## config.mk

```make
export PLATFORM = sky130hd
export DESIGN_NAME = cnn_layer_accel_job_ctrl
export DESIGN_NICKNAME = d
export VERILOG_FILES = /design/src/rtl/cnn_layer_accel_job_ctrl.sv
export SDC_FILE = /design/constraint.sdc
export NUM_CORES = 1
export LEC_CHECK = 0
export CAP_MARGIN = 5
export CORE_MARGIN = 5
export CORE_UTILIZATION = 42
export CTS_BUF_LIST = sky130_fd_sc_hd__clkbuf_8
export DETAILED_ROUTE_END_ITERATION = 16
export PLACE_DENSITY = 0.92
export SLEW_MARGIN = 20
export SYNTH_ARGS = -nofsm -noshare
export SYNTH_HDL_FRONTEND = slang
export SYNTH_SLANG_ARGS = --single-unit
```

## constraint.sdc

```tcl
create_clock -name clk_core -period 3.3 [get_ports clk_core]
set_clock_uncertainty 0.1 [all_clocks]
set_input_delay 0.825 -clock clk_core [delete_from_list [all_inputs] [get_ports clk_core]]
set_output_delay 0.825 -clock clk_core [all_outputs]
set_load 0.05 [all_outputs]
```

## src/rtl/cnn_layer_accel_job_ctrl.sv

```systemverilog
// Quad-side job controller: accepts a job, decodes the layer configuration,
// handshakes the fetch, sequences output-tensor positions and reports completion.
module cnn_layer_accel_job_ctrl (
  input  logic         clk_core,
  input  logic         rst,
  input  logic         job_start,
  output logic         job_accept,
  input  logic [127:0] job_parameters,
  output logic         job_fetch_request,
  input  logic         job_fetch_ack,
  input  logic         job_fetch_complete,
  output logic         job_complete,
  input  logic         job_complete_ack,
  input  logic         out_step,
  output logic [9:0]   num_output_rows_cfg,
  output logic [9:0]   num_output_cols_cfg,
  output logic [6:0]   num_kernel_cfg,
  output logic [4:0]   kernel_size_cfg,
  output logic [6:0]   convolution_stride_cfg,
  output logic [4:0]   padding_cfg,
  output logic [9:0]   output_row,
  output logic [9:0]   output_col,
  output logic [6:0]   output_depth,
  output logic         busy
);

  typedef enum logic [2:0] {
    S_IDLE,
    S_ACCEPT,
    S_FETCH_REQ,
    S_FETCH_WAIT,
    S_COMPUTE,
    S_DONE
  } state_t;

  state_t      state_q, state_d;
  logic        cfg_load;

  logic [9:0]  rows_q, cols_q;
  logic [6:0]  kern_q;
  logic [4:0]  ksize_q;
  logic [6:0]  stride_q;
  logic [4:0]  pad_q;

  logic [9:0]  row_q, row_d;
  logic [9:0]  col_q, col_d;
  logic [6:0]  dep_q, dep_d;

  logic [9:0]  rows_m1, cols_m1;
  logic [6:0]  kern_m1;
  logic        zero_size;

  // Descriptor bits above the padding field carry nothing for this block.
  logic        unused_param_bits;
  assign unused_param_bits = ^job_parameters[127:44];

  assign rows_m1   = rows_q - 10'd1;
  assign cols_m1   = cols_q - 10'd1;
  assign kern_m1   = kern_q - 7'd1;
  assign zero_size = (rows_q == '0) || (cols_q == '0) || (kern_q == '0);

  always_comb begin
    state_d  = state_q;
    cfg_load = 1'b0;
    row_d    = '0;
    col_d    = '0;
    dep_d    = '0;
    case (state_q)
      S_IDLE: begin
        if (job_start) begin
          cfg_load = 1'b1;
          state_d  = S_ACCEPT;
        end
      end
      S_ACCEPT: state_d = S_FETCH_REQ;
      S_FETCH_REQ: begin
        if (job_fetch_ack) begin
          if (job_fetch_complete) state_d = zero_size ? S_DONE : S_COMPUTE;
          else                    state_d = S_FETCH_WAIT;
        end
      end
      S_FETCH_WAIT: begin
        if (job_fetch_complete) state_d = zero_size ? S_DONE : S_COMPUTE;
      end
      S_COMPUTE: begin
        row_d = row_q;
        col_d = col_q;
        dep_d = dep_q;
        // Depth is innermost, then column, then row; the last step leaves all at zero.
        if (out_step) begin
          if (dep_q == kern_m1) begin
            dep_d = '0;
            if (col_q == cols_m1) begin
              col_d = '0;
              if (row_q == rows_m1) begin
                row_d   = '0;
                state_d = S_DONE;
              end else begin
                row_d = row_q + 10'd1;
              end
            end else begin
              col_d = col_q + 10'd1;
            end
          end else begin
            dep_d = dep_q + 7'd1;
          end
        end
      end
      S_DONE: begin
        if (job_complete_ack) state_d = S_IDLE;
      end
      default: state_d = S_IDLE;
    endcase
  end

  always_ff @(posedge clk_core or posedge rst) begin
    if (rst) begin
      state_q <= S_IDLE;
      row_q   <= '0;
      col_q   <= '0;
      dep_q   <= '0;
    end else begin
      state_q <= state_d;
      row_q   <= row_d;
      col_q   <= col_d;
      dep_q   <= dep_d;
    end
  end

  always_ff @(posedge clk_core or posedge rst) begin
    if (rst) begin
      rows_q   <= '0;
      cols_q   <= '0;
      kern_q   <= '0;
      ksize_q  <= '0;
      stride_q <= '0;
      pad_q    <= '0;
    end else if (cfg_load) begin
      rows_q   <= job_parameters[9:0];
      cols_q   <= job_parameters[19:10];
      kern_q   <= job_parameters[26:20];
      ksize_q  <= job_parameters[31:27];
      stride_q <= job_parameters[38:32];
      pad_q    <= job_parameters[43:39];
    end
  end

  assign job_accept        = (state_q == S_ACCEPT);
  assign job_fetch_request = (state_q == S_FETCH_REQ);
  assign job_complete      = (state_q == S_DONE);
  assign busy              = (state_q != S_IDLE);

  assign num_output_rows_cfg    = rows_q;
  assign num_output_cols_cfg    = cols_q;
  assign num_kernel_cfg         = kern_q;
  assign kernel_size_cfg        = ksize_q;
  assign convolution_stride_cfg = stride_q;
  assign padding_cfg            = pad_q;

  assign output_row   = row_q;
  assign output_col   = col_q;
  assign output_depth = dep_q;

endmodule

```

* Word-level counts from Yosys, hierarchy flattened
Cells that the tools add are included.
** Storage, ports and cells
- Bits of input ports :: 135
- Flip-flop bits (word level) :: 74
- Logic and storage cells :: 67
** Operators by class
- Add/subtract/negate cells :: 6
- Reduce and logical (&&, ||, !) cells :: 10
- Equal/unequal tests :: 16
- Mux-type cells :: 25
** Operator list (count)
- 2-to-1 mux 10 bit :: 9
- 2-to-1 mux 3 bit :: 9
- 2-to-1 mux 7 bit :: 3
- adder 10 x 1 -> 10 bit (second input constant) :: 2
- == test 10 bit :: 2
- zero test 10 bit :: 2
- subtractor 10 x 1 -> 10 bit (second input constant) :: 2
- one-hot mux 3 bit (6 select lines) :: 1
- != test 2 bit (second input constant) :: 6
- AND reduction 8 bit :: 1
- adder 7 x 1 -> 7 bit (second input constant) :: 1
- == test 7 bit :: 1
- zero test 7 bit :: 1
- subtractor 7 x 1 -> 7 bit (second input constant) :: 1
- == test 3 x 2 -> 1 bit (second input constant) :: 2
- == test 3 bit (second input constant) :: 2
- != test 2 x 1 -> 1 bit (second input constant) :: 2
- == test 3 x 1 -> 1 bit (second input constant) :: 1
- zero test 3 bit :: 1
- 2-to-1 mux 1 bit :: 3
- AND reduction 3 bit :: 1
- nonzero test 3 bit :: 1
- logical OR 1 bit :: 2
- AND reduction 2 bit :: 1

* Longest topological paths before layout
Gate-level depths: netlist of the first run.
- Depth in word-level cells :: 7
- Mapped depth :: 11

* Worst setup path before layout of the first run
No wires, ideal clock.
- Path kind :: reg-to-reg
- From :: register cols_q[0] (netlist: num_output_cols_cfg[0])
- To :: register state_q[0]
- Arrival time :: 2734 ps
- Cell stages (with the launch flop) :: 11
- Buffers on the path :: 1
- Slack :: 363 ps
- Data required time :: 3096 ps
- Cell sequence :: dfrtp_1 inv_1 ha_1 or2b_4 o211ai_1 a31oi_1 a2111oi_4 and4_1 buf_6 nor2_8 o41ai_2
** On the way
- Word-level cells in the longest chain between the ends :: 7
- Elaborated cells on any way between the ends :: 12
- Classes of those cells :: add/sub: 1; eq/ne: 2; mux: 5; reduce/logical: 4
** Ends and longest elaborated chain
- start, declared :: line 39 : logic [9:0] rows_q, cols_q;
- start signal, assigned :: line 140 : cols_q <= job_parameters[19:10];
- branches (longest 7 deep; another with subtractor 10 x 1 -> 10 bit)
- end signal, assigned :: line 123 : state_q <= state_d;
- end, declared :: line 36 : state_t state_q, state_d;
Parallel ways; which one is timed is not known. The select of a mux whose other input is x is not followed.
A chain may end at the register's enable or synchronous reset.

* Worst setup path in the final report of the first run
- From :: register cols_q[0] (netlist: num_output_cols_cfg[0])
- To :: register row_q[8] (netlist: output_row[8])
** On the way
- Word-level cells in the longest chain between the ends :: 4
** Ends and longest elaborated chain
- subtractor 10 x 1 -> 10 bit :: line 58 : assign cols_m1 = cols_q - 10'd1;
- == test 10 bit :: line 93 : if (col_q == cols_m1) begin
- != test 2 bit (no line)
- AND reduction 3 bit (no line)
- end signal, assigned :: line 124 : row_q <= row_d;
- end, declared :: line 45 : logic [9:0] row_q, row_d;
Every way passes these cells.

==> impl_metrics.py, run 1 <==
metrics = {
    "run": {
        "drv_cap": 0,
    },
    "critical_path": {
        "r2r_slack_ns": 0.27,
        "critPathMaxFanout": 7,
        "crit_arrival_ns": 3.19,
        "startpoint_type": "flop",
        "worst_setup_path_end_kind": "flop",
        "critical_path_required_ns": 3.46,
        "cp-startpoint": "num_output_cols_cfg[0]",
        "critical_path_class": "reg2reg",
        "worst_r2r_startpoint": "num_output_cols_cfg[0]",
    },
    "power_and_ir_drop": {
        "ir_drop_v": 0.000720,
        "p_leak_nw": 2.30,
        "p_per_area_nw_per_um2": 949,
    },
    "clock_tree": {
        "clockBufferDepth": 2,
        "root_buffer": "clkbuf_8",
        "cts_num_sinks": 74,
        "cts_buffers": 9,
        "cts_resized": 0,
        "cts_max_level": 3,
        "cts_tree": "built",
        "clk_pin_slew_worst_paths_ns": 0.08,
        "clk_latency_ns": 0.35,
        "cts_hold_buf": 0,
        "cts_setup_buffers": 0,
    },
    "final_layout": {
        "syn2layout_area_growth_pct": 38.3,
        "final_cell_mix": "125 x clkdlybuf4s50_1, 74 x dfrtp_1, 38 x mux2_2",
        "fill_cells": 854,
        "final_common_cell": "clkdlybuf4s50_1",
        "fin_nets": 700,
        "post-route-cell-area_um2": 5980,
        "diodes": 0,
        "drive_gt1_frac": 0.137,
    },
    "drt": {
        "viasPerCell": 5.59,
        "totalWireLength_um": 11800,
        "drc": 0,
        "wire_per_inst_um": 16.9,
        "final_antenna_net_count": 0,
        "dr.pass1.iters": 4,
        "via_count": 3909,
        "drtIter0Drc": 207,
    },
    "yosys": {
        "synth_top_area_cell": "dfrtp_1",
        "synth-edff-count": 0,
        "synth_top_area_share": 0.428,
        "avgSynthCellArea_um2": 10.0,
        "ys_ff_latch": 74,
        "ys_types": 60,
        "yosysWarnings": 0,
        "synth-async-reset-ratio": 1.00,
        "synth_area_leaders": "dfrtp_1 43%, mux2_2 9.9%, xnor2_1 4.1%",
        "ys_seq_area_frac": 0.428,
        "synth_area_um2": 4320,
        "ys.flop_type": "dfrtp_1",
        "synth_cells": 432,
        "mappedNetlistNets": 574,
    },
    "global_route": {
        "grt_max_degree": 49,
        "globalRouteTotalUtil": 0.190,
        "grt_pass1_wl_um": 19700,
        "antenna_found_initial": 0,
        "first_global_vias": 3945,
        "overflow": 0,
    },
    "floorplanning": {
        "fp.dieH_um": 111,
        "pin_count": 210,
        "core_area_um2": 10200,
        "fp.dieW_um": 111,
        "die_area_um2": 12400,
        "rows": 37,
        "start_util": 0.424,
    },
    "placed_design": {
        "dpl.hpwl_um": 8870,
        "io_buffers": 125,
        "placed_area_um2": 5750,
        "gp_congestion": 0.897,
    },
    "sta": {
        "worst_slew_pin_slew_ns": 0.741,
        "finalSetupViolCount": 0,
        "hold_viol_final": 0,
        "final.min_clock_period_ns": 3.03,
        "setup_tns_ns": 0,
        "fmax_mhz": 330,
        "rsz0062_at_grt": "false",
        "drv_slew": 0,
        "fin_crit_sh": 0.918,
        "relSlewSlack": 0.506,
    },
    "worst_hold_path": {
        "worstHoldStart": "convolution_stride_cfg[2]",
        "hold_path_class": "reg2reg",
    },
    "status": {
        "outcome": "finished, final reports clean",
    },
}
-- layer usage --
layer / wire length, µm / track usage
met5: 0 / 0
met4: 193 / 0.0576
met3: 990 / 0.0598
met2: 5790 / 0.318
met1: 4830 / 0.236
-- report_power, final --
group	internal [W]	switching, W
clock	0.000432	0.000352
sequential	0.00121	0.000435
combinational	0.00126	0.00198
total	0.00290	0.00277
-- path summary, 6_finish.rpt --
| check | endpoint | cells after the start |
|---|---|---|
| hold reg to reg | convolution_stride_cfg[2] | 1 |
| setup reg to reg | output_row[8] | 10 |
| hold / removal | convolution_stride_cfg[2] | 1 |
| min in group asynchronous | padding_cfg[1] | 2 |
| max in group asynchronous | output_row[9] | 3 |
| setup / recovery | output_row[8] | 10 |
-- cells in the mapped netlist (all sizes together) (4+ instances only) --
cell	count
nand2	32
buf	4
a31oi	5
dfrtp	74
o21a	5
nor4	6
ha	7
and3	5
nand2b	6
o31ai	4
xnor2	20
xor2	14
o21ai	20
mux2	38
inv	21
nand4	14
and2	6
o211ai	9
clkbuf	14
nand4b	5
nor3	17
nor2	23
or3	4
a21oi	11
nand3	27
-- worst max-delay path, cell delays in order (launching register included) --
cell and delay, ns:
dfrtp_1 0.46, inv_1 0.13, ha_1 0.24, or2b_4 0.32, o211ai_1 0.16, a31oi_1 0.14, a2111oi_4 0.50, and4_1 0.44
buf_4 0.21, nand4_1 0.09, o211ai_1 0.14
-- flip-flops by register name, indices dropped and copies added, names as in the netlist --
| register | flops |
|---|---|
| num_output_cols_cfg | 10 |
| num_kernel_cfg | 7 |
| kernel_size_cfg | 5 |
| state_q | 3 |
| padding_cfg | 5 |
| num_output_rows_cfg | 10 |
| output_row | 10 |
| convolution_stride_cfg | 7 |
| output_depth | 7 |
| output_col | 10 |
-- kinds of logic (layout without fill, tap and decap cells) --
family | after synthesis | after routing | share of synthesized area
AND/OR/NAND/NOR | 162 | 162 | 0.212
multiplexers | 41 | 41 | 0.106
buffers and inverters | 39 | 170 | 0.0373
AO/OA/AOI/OAI | 75 | 75 | 0.127
adder cells (fa/ha/maj) | 7 | 7 | 0.0203
flip-flops | 74 | 74 | 0.428
XOR/XNOR | 34 | 34 | 0.0689
-- metrics by stage --
| step | utilization | setup WS, ns | hold WS [ns] | instances | power, W |
|---|---|---|---|---|---|
| 6_report | 0.587 | 0.271 | 0.409 | 699 | 0.00567 |
| 5_1_grt | 0.587 | 0.0747 | 0.420 | 699 | 0.00598 |
| 4_1_cts | 0.587 | 0.280 | 0.413 | 699 | 0.00569 |
| 3_5_place_dp | 0.565 | 0.209 | 0.395 | 683 | 0.00489 |
| 3_3_place_gp | 0.565 | 0.258 | 0.390 | 683 | 0.00478 |
| 2_1_floorplan | - | 0.363 | 0.514 | 432 | 0.00385 |
-- final cells by class --
cell class	count	area (µm²)	area share
Multi-Input combinational cell	319	2320	0.388
Sequential cell	74	1850	0.310
Timing Repair Buffer	133	1340	0.224
Clock buffer	13	179	0.0299
Tap cell	136	170	0.0285
Inverter	21	78.8	0.0132
Clock inverter	3	45.0	0.00753
No activity file was read; power rests on OpenSTA's default activity.
==> run 2, diff against run 1 <==
--- a/config.mk
+++ b/config.mk
@@ -9,6 +9,7 @@
 export CORE_MARGIN = 5
 export CORE_UTILIZATION = 42
 export CTS_BUF_LIST = sky130_fd_sc_hd__clkbuf_8
+export CTS_CLUSTER_SIZE = 8
 export DETAILED_ROUTE_END_ITERATION = 16
 export PLACE_DENSITY = 0.92
 export SLEW_MARGIN = 20
==> results of run 2 <==
Final layout, timing and power as in run 1 (identical DEF).
==> run 3, diff against run 2 <==
--- a/config.mk
+++ b/config.mk
@@ -12,6 +12,7 @@
 export CTS_CLUSTER_SIZE = 8
 export DETAILED_ROUTE_END_ITERATION = 16
 export PLACE_DENSITY = 0.92
+export SETUP_SLACK_MARGIN = 0.5
 export SLEW_MARGIN = 20
 export SYNTH_ARGS = -nofsm -noshare
 export SYNTH_HDL_FRONTEND = slang
==> run 3 against run 2 <==
  * Global-route usage grew 0.69 points
  * Clock-buffer cell count is 4 lower
  * First-iteration DRC count is 13% higher
  * Flip-flop and latch count is the same
  * Worst setup slack better by 0.32 ns
  * Final cell count is 1.4% higher
  * Maximum frequency rose by 12%
  * Critical path type unchanged
==> impl_metrics.py, run 3 (synthesis results as in run 1) <==
metrics = {
    "sta": {
        "finalSetupViolCount": 0,
        "rsz0062_at_grt": "false",
        "hold_slack_ns": 0.413,
        "fmax_mhz": 369,
        "hold_viol_final": 0,
        "relSlewSlack": 0.490,
        "setup_tns_ns": 0,
        "worst_slew_pin_slew_ns": 0.766,
        "final.min_clock_period_ns": 2.71,
        "drv_slew": 0,
        "fin_crit_sh": 0.820,
    },
    "drt": {
        "viasPerCell": 5.71,
        "drc": 0,
        "totalWireLength_um": 12500,
        "final_antenna_net_count": 0,
        "dr.pass1.iters": 5,
        "wire_per_inst_um": 17.6,
        "drtIter0Drc": 234,
        "via_count": 4048,
    },
    "critical_path": {
        "crit_arrival_ns": 2.85,
        "critPathMaxFanout": 6,
        "worst_setup_path_end_kind": "flop",
        "critical_path_required_ns": 3.44,
        "critical_path_class": "reg2reg",
        "r2r_cells": 8,
        "startpoint_type": "flop",
    },
    "placed_design": {
        "dpl.hpwl_um": 9360,
        "io_buffers": 125,
        "gp_congestion": 0.863,
    },
    "floorplanning": {
        "fp.dieH_um": 111,
        "fp.dieW_um": 111,
        "core_area_um2": 10200,
        "pin_count": 210,
        "rows": 37,
        "start_util": 0.424,
        "die_area_um2": 12400,
    },
    "power_and_ir_drop": {
        "p_int_w": 0.00291,
        "clkPwrFrac": 0.121,
        "p_per_area_nw_per_um2": 951,
        "seq_power_share": 0.283,
        "sw_frac_of_total": 0.497,
        "power.switching_w": 0.00288,
        "ir_drop_v": 0.000543,
        "p_leak_nw": 2.35,
        "combPwrFrac": 0.596,
    },
    "clock_tree": {
        "clk_latency_ns": 0.34,
        "cts_hold_buf": 0,
        "clk_pin_slew_worst_paths_ns": 0.08,
        "cts_buffers": 9,
        "cts_max_level": 3,
        "cts_num_sinks": 74,
        "cts_tree": "built",
        "root_buffer": "clkbuf_8",
        "clockBufferDepth": 2,
    },
    "final_layout": {
        "syn2layout_area_growth_pct": 41.0,
        "diodes": 0,
        "fin_nets": 710,
        "final_cell_mix": "120 x clkdlybuf4s50_1, 67 x dfrtp_1, 38 x mux2_2",
        "drive_gt1_frac": 0.187,
        "final_common_cell": "clkdlybuf4s50_1",
    },
    "global_route": {
        "grt_pass1_wl_um": 20400,
        "overflow": 0,
        "globalRouteTotalUtil": 0.197,
        "grt_max_degree": 38,
        "first_global_vias": 4215,
        "antenna_found_initial": 0,
    },
    "run": {
        "drv_cap": 0,
    },
    "worst_hold_path": {
        "hold_depth": 1,
        "hold_path_class": "reg2reg",
    },
    "status": {
        "outcome": "finished, final reports clean",
    },
}
run 3: cell count changes in the layout (fill, tap and decap cells not counted), moves of 3 or more:
cell and change:
buf_4 +10, dfrtp_1 -7, dfrtp_2 +7, clkdlybuf4s50_1 -5
clkbuf_8 -4, dlygate4sd2_1 +4, clkinv_2 +3, ha_1 -3
run 3: worst paths after layout:
check | start | to | slack, ns
setup reg to reg | num_output_cols_cfg[3] | state_q[0] | 0.59
min in group asynchronous | rst | output_row[5] | 0.75
hold reg to reg | padding_cfg[2] | padding_cfg[2] | 0.41
setup / recovery | num_output_cols_cfg[3] | state_q[0] | 0.59
hold / removal | padding_cfg[2] | padding_cfg[2] | 0.41
max in group asynchronous | rst | num_output_rows_cfg[2] | 1.73
run 3: layout make-up:
cell class	count	area, µm²
Timing Repair Buffer	143	1410
Inverter	21	82.6
Fill cell	833	4090
Clock inverter	7	70.1
Clock buffer	9	124
Multi-Input combinational cell	319	2380
Sequential cell	74	1860
Tap cell	136	170
run 3: through the flow:
step / instance area (µm²) / total power (W) / std cells / worst slack [ns] / utilization
after floorplan: 4330 / 0.00385 / 432 / 0.449 / -
after global placement: 5760 / 0.00479 / 683 / 0.252 / 0.566
after detailed placement: 5760 / 0.00495 / 683 / 0.132 / 0.566
after CTS: 5990 / 0.00568 / 701 / 0.506 / 0.588
after global routing: 6090 / 0.00610 / 709 / 0.491 / 0.598
final: 6090 / 0.00579 / 709 / 0.593 / 0.598
run 3: worst max-delay path: stages (launching register included):
cell and delay [ns]:
dfrtp_2 0.46, or3_2 0.52, nor3_2 0.17, o211ai_1 0.15, a2111oi_4 0.34, buf_4 0.20
and4_4 0.28, nor2_8 0.05, o41ai_2 0.35
run 3: power by group through the flow:
stage / clock network, W / logic, W / registers (W)
finish: 0.000700 / 0.00345 / 0.00164
global route: 0.000762 / 0.00364 / 0.00170
CTS: 0.000721 / 0.00332 / 0.00164
detailed placement: 0 / 0.00328 / 0.00166
global placement: 0 / 0.00317 / 0.00162
floorplan: 0 / 0.00132 / 0.00253
run 3: what timing repair did:
action                     in CTS  in global routing
pin swaps                       2                  4
setup buffers                   2                  8
setup endpoints to repair      16                 13
resized for setup              12                 12
run 3: metal layers:
layer,GRT usage,vias to the layer above,share of wire
met4,0.0576,0,0.019
met5,0,-,0
li1,-,1848,-
met1,0.240,1983,0.39
met3,0.0576,27,0.075
met2,0.339,190,0.51
